<file path="src/rtl/hpu_pkg.sv">
// Shared definitions for the destination-buffer control path: fill-FSM
// state encoding and the address widths seen by dst_buf.
package hpu_pkg;

  localparam int OUT_ADDR_W    = 6;
  localparam int STREAM_ADDR_W = 5;

  typedef enum logic [1:0] {
    IDLE  = 2'd0,
    OUT   = 2'd1,
    WAIT  = 2'd2,
    CLOSE = 2'd3
  } dst_state_t;

endpackage

</file>
<file path="src/rtl/dst_stream_ctrl.sv">
// Drain engine for a closed destination buffer: issues word fetches and
// turns the buffer's one-cycle read latency into an M_AXIS valid/last pair.
module dst_stream_ctrl
  import hpu_pkg::*;
#(
  parameter int STREAM_LEN = 1
) (
  input  logic                     clk,
  input  logic                     rst,
  input  logic                     load,
  input  logic                     m_axis_tready,
  output logic                     stream_v,
  output logic [STREAM_ADDR_W-1:0] stream_a,
  output logic                     m_axis_tvalid,
  output logic                     m_axis_tlast,
  output logic                     idle_next
);

  localparam int CNT_W = STREAM_ADDR_W + 1;
  localparam logic [CNT_W-1:0]         LEN    = CNT_W'(STREAM_LEN);
  localparam logic [STREAM_ADDR_W-1:0] A_LAST = STREAM_ADDR_W'(STREAM_LEN - 1);

  logic [CNT_W-1:0]         pend;
  logic [CNT_W-1:0]         pend_nxt;
  logic [STREAM_ADDR_W-1:0] a_nxt;
  logic                     tvalid_nxt;
  logic                     tlast_nxt;

  // A fetch is allowed whenever the output word slot is empty or being consumed.
  assign stream_v = (pend != '0) && (!m_axis_tvalid || m_axis_tready);

  always_comb begin
    pend_nxt   = pend;
    a_nxt      = stream_a;
    tvalid_nxt = m_axis_tvalid;
    tlast_nxt  = m_axis_tlast;
    if (load) begin
      pend_nxt = LEN;
      a_nxt    = '0;
    end else if (stream_v) begin
      pend_nxt   = pend - 1'b1;
      a_nxt      = (stream_a == A_LAST) ? '0 : stream_a + 1'b1;
      tvalid_nxt = 1'b1;
      tlast_nxt  = (stream_a == A_LAST);
    end else if (m_axis_tvalid && m_axis_tready) begin
      tvalid_nxt = 1'b0;
      tlast_nxt  = 1'b0;
    end
  end

  // Lets the fill FSM close a buffer in the cycle right after the final handshake.
  assign idle_next = (pend_nxt == '0) && !tvalid_nxt;

  always_ff @(posedge clk) begin
    if (rst) begin
      pend          <= '0;
      stream_a      <= '0;
      m_axis_tvalid <= 1'b0;
      m_axis_tlast  <= 1'b0;
    end else begin
      pend          <= pend_nxt;
      stream_a      <= a_nxt;
      m_axis_tvalid <= tvalid_nxt;
      m_axis_tlast  <= tlast_nxt;
    end
  end

endmodule

</file>
<file path="src/rtl/dst_ctrl.sv">
// Destination-buffer sequencer: fill FSM, ping-pong select and drain hand-off.
// Define DST_CTRL_PERF_EN to build the stall_cycles / word_cnt counters.
module dst_ctrl
  import hpu_pkg::*;
#(
  parameter int OUT_LEN    = 4,
  parameter int SEG_NUM    = 4,
  parameter int STREAM_LEN = 1
) (
  input  logic                     clk,
  input  logic                     rst,
  input  logic                     exe_fin,
  output logic                     exe_stall,
  output logic                     out_period,
  output logic [OUT_ADDR_W-1:0]    out_addr,
  output logic                     out_fin,
  output logic                     s_fin,
  output logic                     p,
  output logic                     stream_v,
  output logic [STREAM_ADDR_W-1:0] stream_a,
  output logic                     m_axis_tvalid,
  input  logic                     m_axis_tready,
  output logic                     m_axis_tlast,
  output logic                     proto_err,
  output logic [31:0]              stall_cycles,
  output logic [31:0]              word_cnt
);

  localparam logic [OUT_ADDR_W-1:0] OUT_LAST = OUT_ADDR_W'(OUT_LEN - 1);
  localparam logic [7:0]            SEG_LAST = 8'(SEG_NUM - 1);

  dst_state_t            state;
  dst_state_t            state_nxt;
  logic [7:0]            seg_cnt;
  logic [7:0]            seg_nxt;
  logic [OUT_ADDR_W-1:0] addr_nxt;
  logic                  period_nxt;
  logic                  fin_nxt;
  logic                  sfin_nxt;
  logic                  stall_nxt;
  logic                  idle_next;
  logic                  busy;
  logic                  accept;

  assign busy   = (state == OUT) || (state == CLOSE) || exe_stall;
  assign accept = exe_fin && !busy;

  always_comb begin
    state_nxt  = state;
    seg_nxt    = seg_cnt;
    addr_nxt   = out_addr;
    period_nxt = 1'b0;
    fin_nxt    = 1'b0;
    sfin_nxt   = 1'b0;
    case (state)
      IDLE, WAIT: begin
        if (accept) begin
          state_nxt  = OUT;
          period_nxt = 1'b1;
          addr_nxt   = '0;
          fin_nxt    = (OUT_LAST == '0);
        end
      end
      OUT: begin
        if (out_addr == OUT_LAST) begin
          addr_nxt = '0;
          if (seg_cnt == SEG_LAST) begin
            state_nxt = CLOSE;
            sfin_nxt  = idle_next;
          end else begin
            state_nxt = WAIT;
            seg_nxt   = seg_cnt + 1'b1;
          end
        end else begin
          period_nxt = 1'b1;
          addr_nxt   = out_addr + 1'b1;
          fin_nxt    = ((out_addr + 1'b1) == OUT_LAST);
        end
      end
      CLOSE: begin
        if (s_fin) begin
          state_nxt = WAIT;
          seg_nxt   = '0;
        end else begin
          sfin_nxt = idle_next;
        end
      end
      default: state_nxt = IDLE;
    endcase
    stall_nxt = (state_nxt == OUT) || (state_nxt == CLOSE);
  end

  always_ff @(posedge clk) begin
    if (rst) begin
      state      <= IDLE;
      seg_cnt    <= '0;
      out_addr   <= '0;
      out_period <= 1'b0;
      out_fin    <= 1'b0;
      s_fin      <= 1'b0;
      exe_stall  <= 1'b0;
      p          <= 1'b0;
      proto_err  <= 1'b0;
    end else begin
      state      <= state_nxt;
      seg_cnt    <= seg_nxt;
      out_addr   <= addr_nxt;
      out_period <= period_nxt;
      out_fin    <= fin_nxt;
      s_fin      <= sfin_nxt;
      exe_stall  <= stall_nxt;
      if (s_fin) p <= ~p;
      if (exe_fin && busy) proto_err <= 1'b1;
    end
  end

  // The closing s_fin edge both flips p and hands the buffer to the drain engine.
  dst_stream_ctrl #(
    .STREAM_LEN(STREAM_LEN)
  ) u_stream (
    .clk          (clk),
    .rst          (rst),
    .load         (s_fin),
    .m_axis_tready(m_axis_tready),
    .stream_v     (stream_v),
    .stream_a     (stream_a),
    .m_axis_tvalid(m_axis_tvalid),
    .m_axis_tlast (m_axis_tlast),
    .idle_next    (idle_next)
  );

`ifdef DST_CTRL_PERF_EN
  always_ff @(posedge clk) begin
    if (rst) begin
      stall_cycles <= '0;
      word_cnt     <= '0;
    end else begin
      if (exe_stall && (state == CLOSE)) stall_cycles <= stall_cycles + 1'b1;
      if (m_axis_tvalid && m_axis_tready) word_cnt <= word_cnt + 1'b1;
    end
  end
`else
  assign stall_cycles = '0;
  assign word_cnt     = '0;
`endif

endmodule
</file>
<file path="config.mk">
export PLATFORM = sky130hd
export DESIGN_NAME = dst_ctrl
export DESIGN_NICKNAME = d
export VERILOG_FILES = /design/src/rtl/hpu_pkg.sv /design/src/rtl/dst_stream_ctrl.sv /design/src/rtl/dst_ctrl.sv
export SDC_FILE = /design/constraint.sdc
export NUM_CORES = 1
export LEC_CHECK = 0
export CAP_MARGIN = 20
export CORE_MARGIN = 10
export CORE_UTILIZATION = 47
export DETAILED_ROUTE_END_ITERATION = 6
export MAX_ROUTING_LAYER = met4
export PLACE_DENSITY = 0.91
export SYNTH_ARGS = -nofsm -noshare
export SYNTH_HDL_FRONTEND = slang
export SYNTH_SLANG_ARGS = --single-unit
</file>
<file path="constraint.sdc">
create_clock -name clk -period 3.1 [get_ports clk]
set_input_delay 0.775 -clock clk [delete_from_list [all_inputs] [get_ports clk]]
set_output_delay 0.775 -clock clk [all_outputs]
set_load 0.05 [all_outputs]
</file>
## After elaboration in Yosys (flattened, before gate mapping)

Index checks and enable logic that the tools add are counted.

| storage, ports and cells | value |
|---|---|
| bits in registers | 35 |
| input bits | 4 |
| output and inout port bits | 84 |
| logic and storage cells | 84 |

| operators by class | value |
|---|---|
| $add $sub $neg | 4 |
| eq/ne operators | 12 |
| muxes and demuxes | 27 |
| bitwise gates (word level) | 3 |
| reductions and logical operators | 25 |

Operators by type and width:

| kind | count |
|---|---|
| 6-bit 2-to-1 mux | 4 |
| 8-bit 2-to-1 mux | 3 |
| 8-bit one-hot mux with 2 select lines | 1 |
| 6-bit by 2-bit equality test with 1-bit output (second input constant) | 2 |
| 6-bit one-hot mux with 2 select lines | 1 |
| 1-bit 2-to-1 mux | 11 |
| 8-bit by 1-bit adder with 8-bit output (second input constant) | 1 |
| 8-bit by 2-bit equality test with 1-bit output (second input constant) | 1 |
| 6-bit by 1-bit adder with 6-bit output (second input constant) | 1 |
| 2-bit equality test (second input constant) | 3 |
| 6-bit zero test | 1 |
| 2-bit 2-to-1 mux | 3 |
| 2-bit inequality test (second input constant) | 3 |
| 2-bit one-hot mux with 3 select lines | 1 |
| 2-bit nonzero test | 3 |
| 6-bit nonzero test | 1 |
| 6-bit by 1-bit subtractor with 6-bit output (second input constant) | 1 |
| 5-bit by 1-bit adder with 5-bit output (second input constant) | 1 |
| 1-bit logical AND | 5 |
| 5-bit zero test | 1 |
| 5-bit 2-to-1 mux | 1 |
| 2-bit by 1-bit equality test with 1-bit output (second input constant) | 2 |
| 1-bit logical OR | 4 |
| 1-bit one-hot mux with 2 select lines | 2 |
| other kinds (8) | 14 |

## Depth between registers and ports, before layout

Gate-level depths: netlist (run 1).

| logic depth | value |
|---|---|
| depth after elaboration | 10 |
| mapped depth | 8 |
| mapped depth without buffers | 6 |

## Hierarchy

A second synthesis (run 1) with hierarchy kept.

| second synthesis, totals | value |
|---|---|
| cells, all modules | 271 |
| area total of the unflattened synthesis | 2229.6 um^2 |

Modules (own cells, without submodules):

| module | instances | cells each | area an instance (um^2) | sequential area each (um^2) |
|---|---|---|---|---|
| dst_ctrl | 1 | 188 | 1557.7 | 440.4 |
| dst_stream_ctrl | 1 | 83 | 671.9 | 260.2 |

## Least setup slack after synthesis (run 1)

OpenSTA, ideal clock, no wires.

| timing path | value |
|---|---|
| kind | in2out |
| start point | input m_axis_tready |
| end point | output stream_v |
| arrival | 1.553 ns |
| data required time | 2.325 ns |
| path slack | 0.772 ns |
| cell stages on the path | 4 |
| buffers on the path | 2 |
| path through | nand2b_1 > clkbuf_1 > o21a_1 > buf_2 |

| on the way | value |
|---|---|
| word-level cells in the longest chain between the ends | 2 |

RTL lines:

| item | RTL line | source |
|---|---|---|
| start: declaration | dst_ctrl.sv:22 | `input logic m_axis_tready,` |
| 1-bit logical OR | dst_stream_ctrl.sv:30 | `assign stream_v = (pend != '0) && (!m_axis_tvalid \|\| m_axis_tready);` |
| 1-bit logical AND | dst_stream_ctrl.sv:30 |  |
| end: declaration | dst_ctrl.sv:19 | `output logic stream_v,` |

Every way passes these cells.

## Worst setup path in the final report (run 1)

Same ends and word-level chain as after synthesis.

==> flow_summary_export.csv, run 1 <==
group,metric,value,unit
place,portBuffers,23,
sta,fin_setup_tns,0,ps
clocking,clock_sinks,35,
global_route,grt_max_degree,14,
synth,synthArstFlopShare,0,%
global_route,grt_pass1_vias,1810,
global_route,antenna_found_initial,0,
synth,synth-edff-count,0,
clocking,path_clk_slew,70,ps
sta,max_freq,374,MHz
sta,hold_viol,0,
min_path,holdCritPathClass,"reg2reg",
power,swShare,44.0,%
synth,syn-cell-area,0.00231,sq mm
synth,yosys_register_bits,35,
clocking,cts-root-buf,"clkbuf_8",
outcome,outcome,"finished clean",
worst_setup_path,slowest_stage,"clkdlybuf4s50_1",
sta,whs,458,ps
power,power_frac_seq,31.5,%
sta,layout_setup_ws,428,ps
final_layout,antennaDiodeCount,0,
global_route,grt-ovfl-total,0,
worst_setup_path,crit_arrival,1900,ps
worst_setup_path,slowest_delay,500,ps
clocking,clk_latency,290,ps
drt,firstDrtPassIters,4,
sta,finalCritPeriodShare,86.2,%
drt,drt_iter0_markers,143,
worst_setup_path,critical_path.startpoint_type,"primary input",
power,p_total,1830,uW
drt,route.detailed.wl_per_inst,13.5,microns
final_layout,drive_above_1_share,6.98,%
die,coreArea,0.00475,sq mm
synth,synthDistinctLibCells,53,
place,place_ws,425,ps
synth,synth_warnings,0,
power,combPwrFrac,45.3,%
clocking,post_cts_buffers,0,
power,p_clk_share,23.3,%
worst_setup_path,cp-end-kind,"primary output",
drt,drc_errors,0,
clocking,cts_resized,0,
final_layout,layout_common_cells,"64 x conb_1, 35 x dfxtp_1, 22 x a21oi_1, 22 x clkdlybuf4s50_1",
sta,period_needed,2670,ps
power,peakVddDrop,0.420,mV
job,maxCapViolCount,0,
drt,drt_wl_total,4970,microns
final_layout,final_nets,311,
clocking,cts.path.max_buffers,2,
synth,ys_seq_area_share,30.3,%
clocking,cts_tree,"done",
worst_setup_path,worstSetupPathType,"in2out",
global_route,grt_usage,11.8,%
final_layout,area_growth,6.71,%
power,power.static_leakage,0.000976,uW
sta,setup_viol,0,
power,p_sw,807,uW
worst_setup_path,path_cells,"clkdlybuf4s50_1, nand2b_1, o21a_1, buf_12",
drt,viasPerCell,4.99,
power,powerDensity,742,mW/mm^2
die,die_area,0.00813,sq mm
sta,slew_headroom,64.3,%
drt,vias,1836,
sta,rsz0062_at_grt,"false",
synth,synth_flop_cell,"dfxtp_1",
place,dp_cells,360,
clocking,numCtsBuffers,5,
synth,avgSynthCellArea,8.26,sq um
drt,ant_nets,0,
die,num_rows,25,
die,ios,88,
clocking,cts-hold-fix-buffers,0,
die,die_h,90.2,microns
clocking,htree_num_levels,2,
global_route,grt_pass1_wl,8180,microns
final_layout,layout_commonest_cell,"conb_1",
sta,clock_skew,4.43,ps
worst_setup_path,required,2320,ps
worst_setup_path,cp_max_fo,6,
sta,worstMarginPinSlew,533,ps
synth,postSynthCellCount,280,
final_layout,instances_no_fill,368,
worst_setup_path,path_buf_inv,2,
die,start_util,48.7,%
sta,final_max_slew_viol_count,0,
worst_setup_path,cp_top_family,"buffers and inverters",
die,dieWidth,90.2,microns
place,place_congestion,0.838,
power,p_int,1020,uW
place,dp_hpwl,3890,microns
[cell type report]
class / count / area, sq um
clock buffer: 6 / 82.6
sequential: 35 / 701
clock inverter: 2 / 35.0
multi-input combinational: 219 / 1250
inverter: 13 / 48.8
tap: 67 / 83.8
timing repair buffer: 26 / 263
fill: 440 / 2290
[stage by stage]
step	area [sq um]	utilization, %
floorplan	2550	-
global placement	2350	49.4
detailed placement	2350	49.4
CTS	2470	51.9
global route	2470	51.9
finish	2470	51.9
[cell usage after synthesis, types with 2 or more instances]
cell,count,share of area (%)
buf_4,64,21
ha_1,7,3.8
o211ai_1,3,0.97
o21ai_0,17,3.7
dfxtp_1,35,30
nor4_1,2,0.54
xor2_1,2,0.76
or3_1,7,1.9
inv_1,13,2.1
nand3_1,2,0.43
o21a_1,2,0.65
a21oi_1,22,4.8
buf_2,4,0.87
nor2_1,17,2.8
nand2_1,11,1.8
or4_1,6,1.9
xnor2_1,5,1.9
clkbuf_1,5,0.81
o22ai_1,2,0.54
a211oi_1,2,0.65
o31ai_1,3,0.97
nor3_1,2,0.43
nor2b_1,4,1.1
a31oi_1,3,0.81
nand2b_1,6,1.6
buf_6,2,0.97
nand4_1,6,1.6
[power groups by stage]
stage | clock network (uW) | logic [uW] | registers [uW]
3_5_place_dp | 0 | 821 | 584
6_report | 426 | 829 | 576
4_1_cts | 430 | 827 | 574
2_1_floorplan | 0 | 629 | 661
5_1_grt | 453 | 901 | 587
3_3_place_gp | 0 | 806 | 580
[sequential cells by signal, summed over array words and instances, names as in the netlist]
register	flops
exe_stall	1
out_fin	1
s_fin	1
proto_err	1
u_stream.stream_a	5
out_period	1
u_stream.pend	6
state	2
seg_cnt	8
u_stream.m_axis_tvalid	1
out_addr	6
u_stream.m_axis_tlast	1
p	1
[logic make-up after synthesis]
kind of cell / synth area share [%]
compound gates: 16.5
fa+ha+maj: 3.79
flops: 30.3
mux: 0.433
xor+xnor: 2.65
other cells: 0.162
simple gates: 20.4
buf+inv: 25.7
[worst min-delay path: cells and delay by family, from the launching register on]
kind	cells	cell delay (ps)
AOI/OAI and AO/OA	1	50
buffers and inverters	1	50
DFF	1	320
[layer usage]
metal  up-vias  wire length (microns)  global-route usage [%]
li1        886                      -                       -
met1       859                   1970                    11.7
met5         -                      0                       -
met3        10                    389                    3.99
met2        81                   2520                    20.8
met4         0                     88                    5.04
[path summary, 6_finish.rpt]
kind / startpoint / to / slack (ps) / cells after the start
min: proto_err / proto_err / 460 / 2
max: m_axis_tready / stream_v / 430 / 4
max reg2reg: seg_cnt[0] / exe_stall / 1110 / 5
min reg2reg: proto_err / proto_err / 460 / 2
No activity file was read; power rests on OpenSTA's default activity.
==> inputs of run 2 (changes only) <==
Settings changed: CTS_CLUSTER_SIZE set to 14.
==> results of run 2 <==
No change in the layout: final DEF, timing and power equal those of run 1.
==> inputs of run 3 (changes only) <==
Settings changed: SKIP_CTS_REPAIR_TIMING set to 1.
==> results of run 3 <==
No change in the layout: final DEF, timing and power equal those of run 1.
